## src/rtl/cpu_prog_seq.sv

```systemverilog
`default_nettype none
// ============================================================================
//  Module   : cpu_prog_seq
//  Brief    : Loads a byte program and plays it into a cpu "in" port, holding
//             each byte HOLD cycles, and captures cpu_out after result opcodes.
//             Optional macro CPU_PROG_SEQ_LOOP_EN: wrap playback while start=1.
//  Revision : 1.0 - initial release
// ============================================================================
module cpu_prog_seq #(
    parameter int DEPTH = 16,
    parameter int HOLD  = 1
) (
    input  logic       clk,
    input  logic       reset,
    input  logic       load_valid,
    input  logic [7:0] load_data,
    output logic       load_ready,
    input  logic       load_clr,
    input  logic       start,
    output logic [7:0] instr,
    output logic       cpu_reset,
    input  logic [7:0] cpu_out,
    output logic       busy,
    output logic       done,
    output logic       result_valid,
    output logic [7:0] result_data
);

    localparam int         PW          = (DEPTH > 1) ? $clog2(DEPTH) : 1;
    localparam int         LW          = $clog2(DEPTH + 1);
    localparam logic [7:0] C_HOLD_LAST = 8'(HOLD - 1);

    typedef enum logic [1:0] {
        S_IDLE  = 2'd0,
        S_RUN   = 2'd1,
        S_DRAIN = 2'd2,
        S_DONE  = 2'd3
    } state_t;

    state_t          state_q, state_d;
    logic [LW-1:0]   len_q, len_d;
    logic [PW-1:0]   ptr_q, ptr_d;
    logic [7:0]      hold_q, hold_d;
    logic            data_q, data_d;
    logic            res_valid_q, res_valid_d;
    logic [7:0]      res_data_q, res_data_d;
    logic [7:0]      mem_q [DEPTH];

    logic            mem_we;
    logic [PW-1:0]   mem_waddr;
    logic [7:0]      cur_byte;
    logic [3:0]      cur_nib;
    logic            last_hold;
    logic            last_entry;
    logic            takes_data;
    logic            captures;

    assign cur_byte   = mem_q[ptr_q];
    assign cur_nib    = cur_byte[7:4];
    assign last_hold  = (hold_q == C_HOLD_LAST);
    assign last_entry = (LW'(ptr_q) == (len_q - LW'(1)));
    // Classification only applies to opcode bytes; data bytes are opaque.
    assign takes_data = !data_q && ((cur_nib == 4'b1000) || (cur_nib == 4'b0110) ||
                                    (cur_nib == 4'b0111));
    assign captures   = !data_q && ((cur_nib == 4'b1100) || (cur_nib == 4'b1011));

    assign load_ready   = (state_q == S_IDLE) && (len_q < LW'(DEPTH));
    assign instr        = (state_q == S_RUN) ? cur_byte : 8'h00;
    assign cpu_reset    = (state_q == S_IDLE) || (state_q == S_DONE);
    assign busy         = (state_q == S_RUN) || (state_q == S_DRAIN);
    assign done         = (state_q == S_DONE);
    assign result_valid = res_valid_q;
    assign result_data  = res_data_q;

    always_comb begin
        state_d     = state_q;
        len_d       = len_q;
        ptr_d       = ptr_q;
        hold_d      = hold_q;
        data_d      = data_q;
        res_valid_d = 1'b0;
        res_data_d  = res_data_q;
        mem_we      = 1'b0;
        mem_waddr   = len_q[PW-1:0];

        case (state_q)
            S_IDLE: begin
                if (load_clr) begin
                    len_d = '0;
                end else if (load_valid && load_ready) begin
                    mem_we = 1'b1;
                    len_d  = len_q + LW'(1);
                end
                // Decision uses the updated length so a same-cycle load plays.
                if (start) begin
                    if (len_d != '0) begin
                        state_d = S_RUN;
                        ptr_d   = '0;
                        hold_d  = '0;
                        data_d  = 1'b0;
                    end else begin
                        state_d = S_DONE;
                    end
                end
            end
            S_RUN: begin
                if (last_hold) begin
                    hold_d      = '0;
                    data_d      = takes_data;
                    res_valid_d = captures;
                    if (captures) begin
                        res_data_d = cpu_out;
                    end
                    if (last_entry) begin
                        ptr_d = '0;
`ifdef CPU_PROG_SEQ_LOOP_EN
                        if (!start) begin
                            state_d = S_DRAIN;
                        end
`else
                        state_d = S_DRAIN;
`endif
                    end else begin
                        ptr_d = ptr_q + PW'(1);
                    end
                end else begin
                    hold_d = hold_q + 8'd1;
                end
            end
            S_DRAIN: state_d = S_DONE;
            S_DONE:  state_d = S_IDLE;
            default: state_d = S_IDLE;
        endcase
    end

    always_ff @(posedge clk) begin
        if (reset) begin
            state_q     <= S_IDLE;
            len_q       <= '0;
            ptr_q       <= '0;
            hold_q      <= '0;
            data_q      <= 1'b0;
            res_valid_q <= 1'b0;
            res_data_q  <= 8'h00;
        end else begin
            state_q     <= state_d;
            len_q       <= len_d;
            ptr_q       <= ptr_d;
            hold_q      <= hold_d;
            data_q      <= data_d;
            res_valid_q <= res_valid_d;
            res_data_q  <= res_data_d;
        end
    end

    // Program storage survives reset and load_clr; only len is cleared.
    always_ff @(posedge clk) begin
        if (mem_we && !reset) begin
            mem_q[mem_waddr] <= load_data;
        end
    end

endmodule
`default_nettype wire

```

## config.mk

```make
export PLATFORM = sky130hd
export DESIGN_NAME = cpu_prog_seq
export DESIGN_NICKNAME = d
export VERILOG_FILES = /design/src/rtl/cpu_prog_seq.sv
export SDC_FILE = /design/constraint.sdc
export NUM_CORES = 1
export LEC_CHECK = 0
export CELL_PAD_IN_SITES_DETAIL_PLACEMENT = 1
export CELL_PAD_IN_SITES_GLOBAL_PLACEMENT = 2
export CORE_ASPECT_RATIO = 1.5
export CORE_MARGIN = 2
export CORE_UTILIZATION = 35
export DETAILED_ROUTE_END_ITERATION = 16
export DONT_BUFFER_PORTS = 1
export PLACE_DENSITY_LB_ADDON = 0.1
export SYNTH_ARGS = -nofsm -noshare
export SYNTH_HDL_FRONTEND = slang
export SYNTH_SLANG_ARGS = --single-unit
```

## constraint.sdc

```tcl
create_clock -name clk -period 2.55 [get_ports clk]
set_clock_uncertainty 0.2 [all_clocks]
set_input_delay 0.255 -clock clk [delete_from_list [all_inputs] [get_ports clk]]
set_output_delay 0.255 -clock clk [all_outputs]
set_load 0.02 [all_outputs]
```

=== Yosys cells after proc, flatten, opt, wreduce, memory -nomap -nowiden ===
Memories as Yosys holds them, arrays and structs flattened. A register that Yosys moved wholly into a read port is not among the register bits.
Cells that the tools add are included.

* Flip-flop bits (word level): 29
* Bits in writable memories: 128
* Memories kept: 1

{| class="wikitable"
|+ Memory list
! name !! depth !! bits a word !! read ports !! clocked after memory_dff !! write ports !! line !! text
|-
| mem_q || 16 || 8 || 1 || 1 || 1 || 47 || <nowiki>logic [7:0] mem_q [DEPTH];</nowiki>
|}

* $add $sub $neg: 4
* Order comparisons: 1
* Eq/ne operators: 13
* Multiplexer cells: 29
* Bitwise operators: 2
* Reduce and logical (&&, ||, !) cells: 21

{| class="wikitable"
|+ Operator list
! cell !! count
|-
| $mux W8 || 4
|-
| $mux W4 || 6
|-
| $pmux W8 S2 || 1
|-
| $mux W5 || 3
|-
| $eq A4 B4 Y1 const B || 3
|-
| $reduce_and A3 Y1 || 3
|-
| $add A8 B1 Y8 const B || 1
|-
| $eq A4 B3 Y1 const B || 2
|-
| $logic_not A8 Y1 || 1
|-
| $mux W1 || 8
|-
| $mux W2 || 4
|-
| $pmux W2 S4 || 1
|-
| $pmux W4 S2 || 1
|-
| $ne A2 B2 Y1 const B || 3
|-
| $add A5 B1 Y5 const B || 1
|-
| $eq A4 B5 Y1 || 1
|-
| $logic_and A1 B1 Y1 || 5
|-
| $logic_or A1 B1 Y1 || 5
|-
| $lt A5 B5 Y1 const B || 1
|-
| $reduce_bool A5 Y1 || 1
|-
| $sub A5 B1 Y5 const B || 1
|-
| $add A4 B1 Y4 const B || 1
|-
| $eq A2 B2 Y1 const B || 2
|-
| $reduce_and A4 Y1 || 1
|-
| 8 further kinds || 10
|}

=== Logic depth before layout (Yosys ltp) ===
* Depth in word-level cells: 12
* Depth in mapped cells: 11

=== Worst setup path before layout ===
No wires, ideal clock.

* Kind: flip-flop to output port
* Start point: register with a tool-made name
* End point: output port instr[0]
* Data arrival time: 2.206 ns
* Slack: -0.111 ns
* Stages on the path, launching flop included: 8
* Buffers on the path: 4
* Path through: dfxtp_1 buf_6 buf_12 buf_8 buf_2 mux4_2 mux4_2 and2_1

{| class="wikitable"
|+ RTL lines
! element !! line !! text
|-
| end, declared || 20 || <nowiki>output logic [7:0] instr,</nowiki>
|}

==> results.yml <==
layout:
  fillerInstances: 1956
  antennaDiodeCount: 0
  drive_gt1_share_pct: 34.88
  nets: 602
  mostFrequentLayoutCell: "edfxtp_1"
  mostFrequentLayoutCells: "edfxtp_1, buf_4, nor2_1"
  syn2layout_area_growth_pct: 28.26
yosys:
  synth_area_sq_um: 7062
  ys_async_sr_fraction_pct: 0
  synthCells: 473
  synth.distinct_cells: 59
  synth.yosys.seq_area_share_pct: 63.78
  synth.avg_cell_area_sq_um: 14.93
  synth_nets: 506
  ys.flop_type: "edfxtp_1"
  synth_edf_count: 128
  ys_warn_count: 0
  synth-seq-cells: 161
  synth_top_area_cell: "edfxtp_1"
  synth_top_area_share_pct: 54.43
  synth_area_leaders: "edfxtp_1, mux4_2, dfxtp_1"
route:
  drt_wl_total_mm: 17.97
  wl_per_cell_um: 21.34
  drtPass1Iterations: 4
  postRouteAntennaNets: 0
  drc: 0
  vias: 4350
  first_iter_violations: 217
  vias_per_cell: 5.166
global_routing:
  grt_max_degree: 33
  grt_usage_pct: 17.59
  grt_pass1_vias: 4750
  grt.overflow.total: 0
  grt_pass1_wl_mm: 27.68
  antenna_found_initial: 0
clocking:
  cts_buffers: 17
  insertion_delay_ns: 0.42
  clock_sinks: 161
  htree_levels: 4
  clockBufferDepth: 2
  clk_pin_slew_ns: 0.07
  cts_root_buf: "clkbuf_16"
  tritoncts: "yes"
sta:
  worst_slew_pin_slew_ns: 0.5830
  rsz0062_at_grt: "yes"
  setup_viol: 16
  max_slew_margin_pct: 61.01
  timing.final.ws_setup_ns: -0.1421
  fin_crit_sh_pct: 105.6
  slew_violations: 0
  max_clock_freq_ghz: 0.3715
  hold_ws_ns: 0.02811
  fin_tns_setup_ns: -1.359
  min_period_ns: 2.692
  hold_viol_final: 0
worst_setup_path:
  cp_slowest_stage_delay_ns: 0.54
  r2r_end: "result_data[5]$_SDFFE_PP0P_"
  r2r_cells: 11
  critPathKind: "flip-flop to primary output"
  crit_chain: "buf_12, buf_12, mux4_2, mux4_2, and2_4"
  endpoint_kind: "primary output"
  cp.arrival_ns: 2.24
  cpMaxStageDelayCell: "mux4_2"
  required_ns: 2.10
  path_max_fanout: 8
  startpoint_type: "flip-flop"
  r2r_setup_slack_ns: -0.10
place:
  io_buffers: 0
  post-place-ws_ns: -0.1852
  gp_congestion: 0.7875
  post-dp-hpwl_mm: 12.26
floorplanning:
  start_util_pct: 35.69
  dieHeight_um: 178.0
  core_area_sq_um: 19790
  ios: 42
  dieArea_sq_um: 21350
  die_x_um: 120.0
  rows: 63
job:
  maxCapViolCount: 0
outcome:
  status: "finished with violations"
  violations: "setup timing"
pwr:
  leakage_nw: 3.050
  peakVddDrop_mv: 0.6647
  p_per_area_nw_per_um2: 791.1
min_path:
  hold_start: "cpu_out[6]"
  hold_depth: 4
  hold_end: "result_data[6]$_SDFFE_PP0P_"
  hp-class: "input pin to flip-flop"
-- cells by family after synthesis --
kind of cell | after synthesis | synth area share, %
xor+xnor | 6 | 0.7441
fa+ha+maj | 12 | 2.126
simple gates | 135 | 10.28
flops | 161 | 63.78
mux | 41 | 12.07
compound gates | 83 | 8.363
buf+inv | 35 | 2.640
-- worst max path at each step --
stage,slack (ns),cells after the start,endpoint
6_report,-0.14,5,instr[0]
5_1_grt,-0.22,5,instr[1]
4_1_cts,-0.26,6,instr[0]
3_5_place_dp,-0.19,8,result_data[5]$_SDFFE_PP0P_
3_3_place_gp,-0.16,8,result_data[5]$_SDFFE_PP0P_
2_1_floorplan,0.02,9,flip-flop
-- metal layers --
layer | routed length (um) | up-vias | global-route usage (%) | part of all wire (%)
li1 | - | 2039 | - | -
met1 | 7000 | 2240 | 19.72 | 39
met2 | 10290 | 61 | 33.45 | 57
met3 | 486 | 10 | 3.374 | 2.7
met4 | 191 | 0 | 5.049 | 1.1
met5 | 0 | - | 0 | 0
-- power by group --
| part | switching [mW] | internal [mW] | total (mW) | leakage (nW) |
|---|---|---|---|---|
| Clock | 1.05 | 1.65 | 2.70 | 0.294 |
| Sequential | 0.0546 | 2.88 | 2.94 | 1.42 |
| Combinational | 0.812 | 0.715 | 1.53 | 1.34 |
-- area by class of cell --
class                   instances  area [sq um]  share of cell area (%)
repair buffers                 99         954.7                   10.54
clock inverters                15         203.9                   2.252
inverters                      13         48.80                  0.5387
flip-flops and latches        161          4509                   49.79
clock buffers                  17         425.4                   4.697
multi-input cells             277          2590                   28.60
well taps                     260         325.3                   3.592
-- timing repair --
action	in CTS	in global routing
pin swaps	4	25
setup buffers	4	6
gates resized for setup	19	53
hold buffers	19	0
endpoints found under the setup margin	16	36
cloned	1	0
hold endpoints to repair	160	0
-- flip-flops by register name, indices dropped and copies added, names as in the netlist, named ones only --
| name | flops |
|---|---|
| data_q | 1 |
| hold_q | 8 |
| len_q | 5 |
| mem_q | 128 |
| ptr_q | 4 |
| result_data | 8 |
| result_valid | 1 |
| state_q | 2 |
-- synthesized netlist by cell type, types with 11 or more instances --
library cell and instances:
a21oi_1 24, mux4_2 30, ha_1 12, inv_1 13, nor2_1 36, nand2_1 25, edfxtp_1 128, nand3_1 11
dfxtp_1 33
-- through the flow --
stage	cells	power [mW]	util [%]	area (sq um)
6_report	842	7.166	45.78	9057
5_1_grt	842	7.450	45.78	9057
4_1_cts	840	7.109	44.70	8843
3_5_place_dp	784	4.236	39.89	7893
3_3_place_gp	784	4.216	39.89	7893
2_1_floorplan	473	3.793	-	7076
-- worst max-delay path, delay by kind of cell (launching register included) --
| family | cells | cell delay, ns |
|---|---|---|
| simple gates | 1 | 0.20 |
| flops | 1 | 0.35 |
| buf+inv | 2 | 0.27 |
| mux | 2 | 1.00 |
Note: power is estimated with default switching activity, not from simulation.
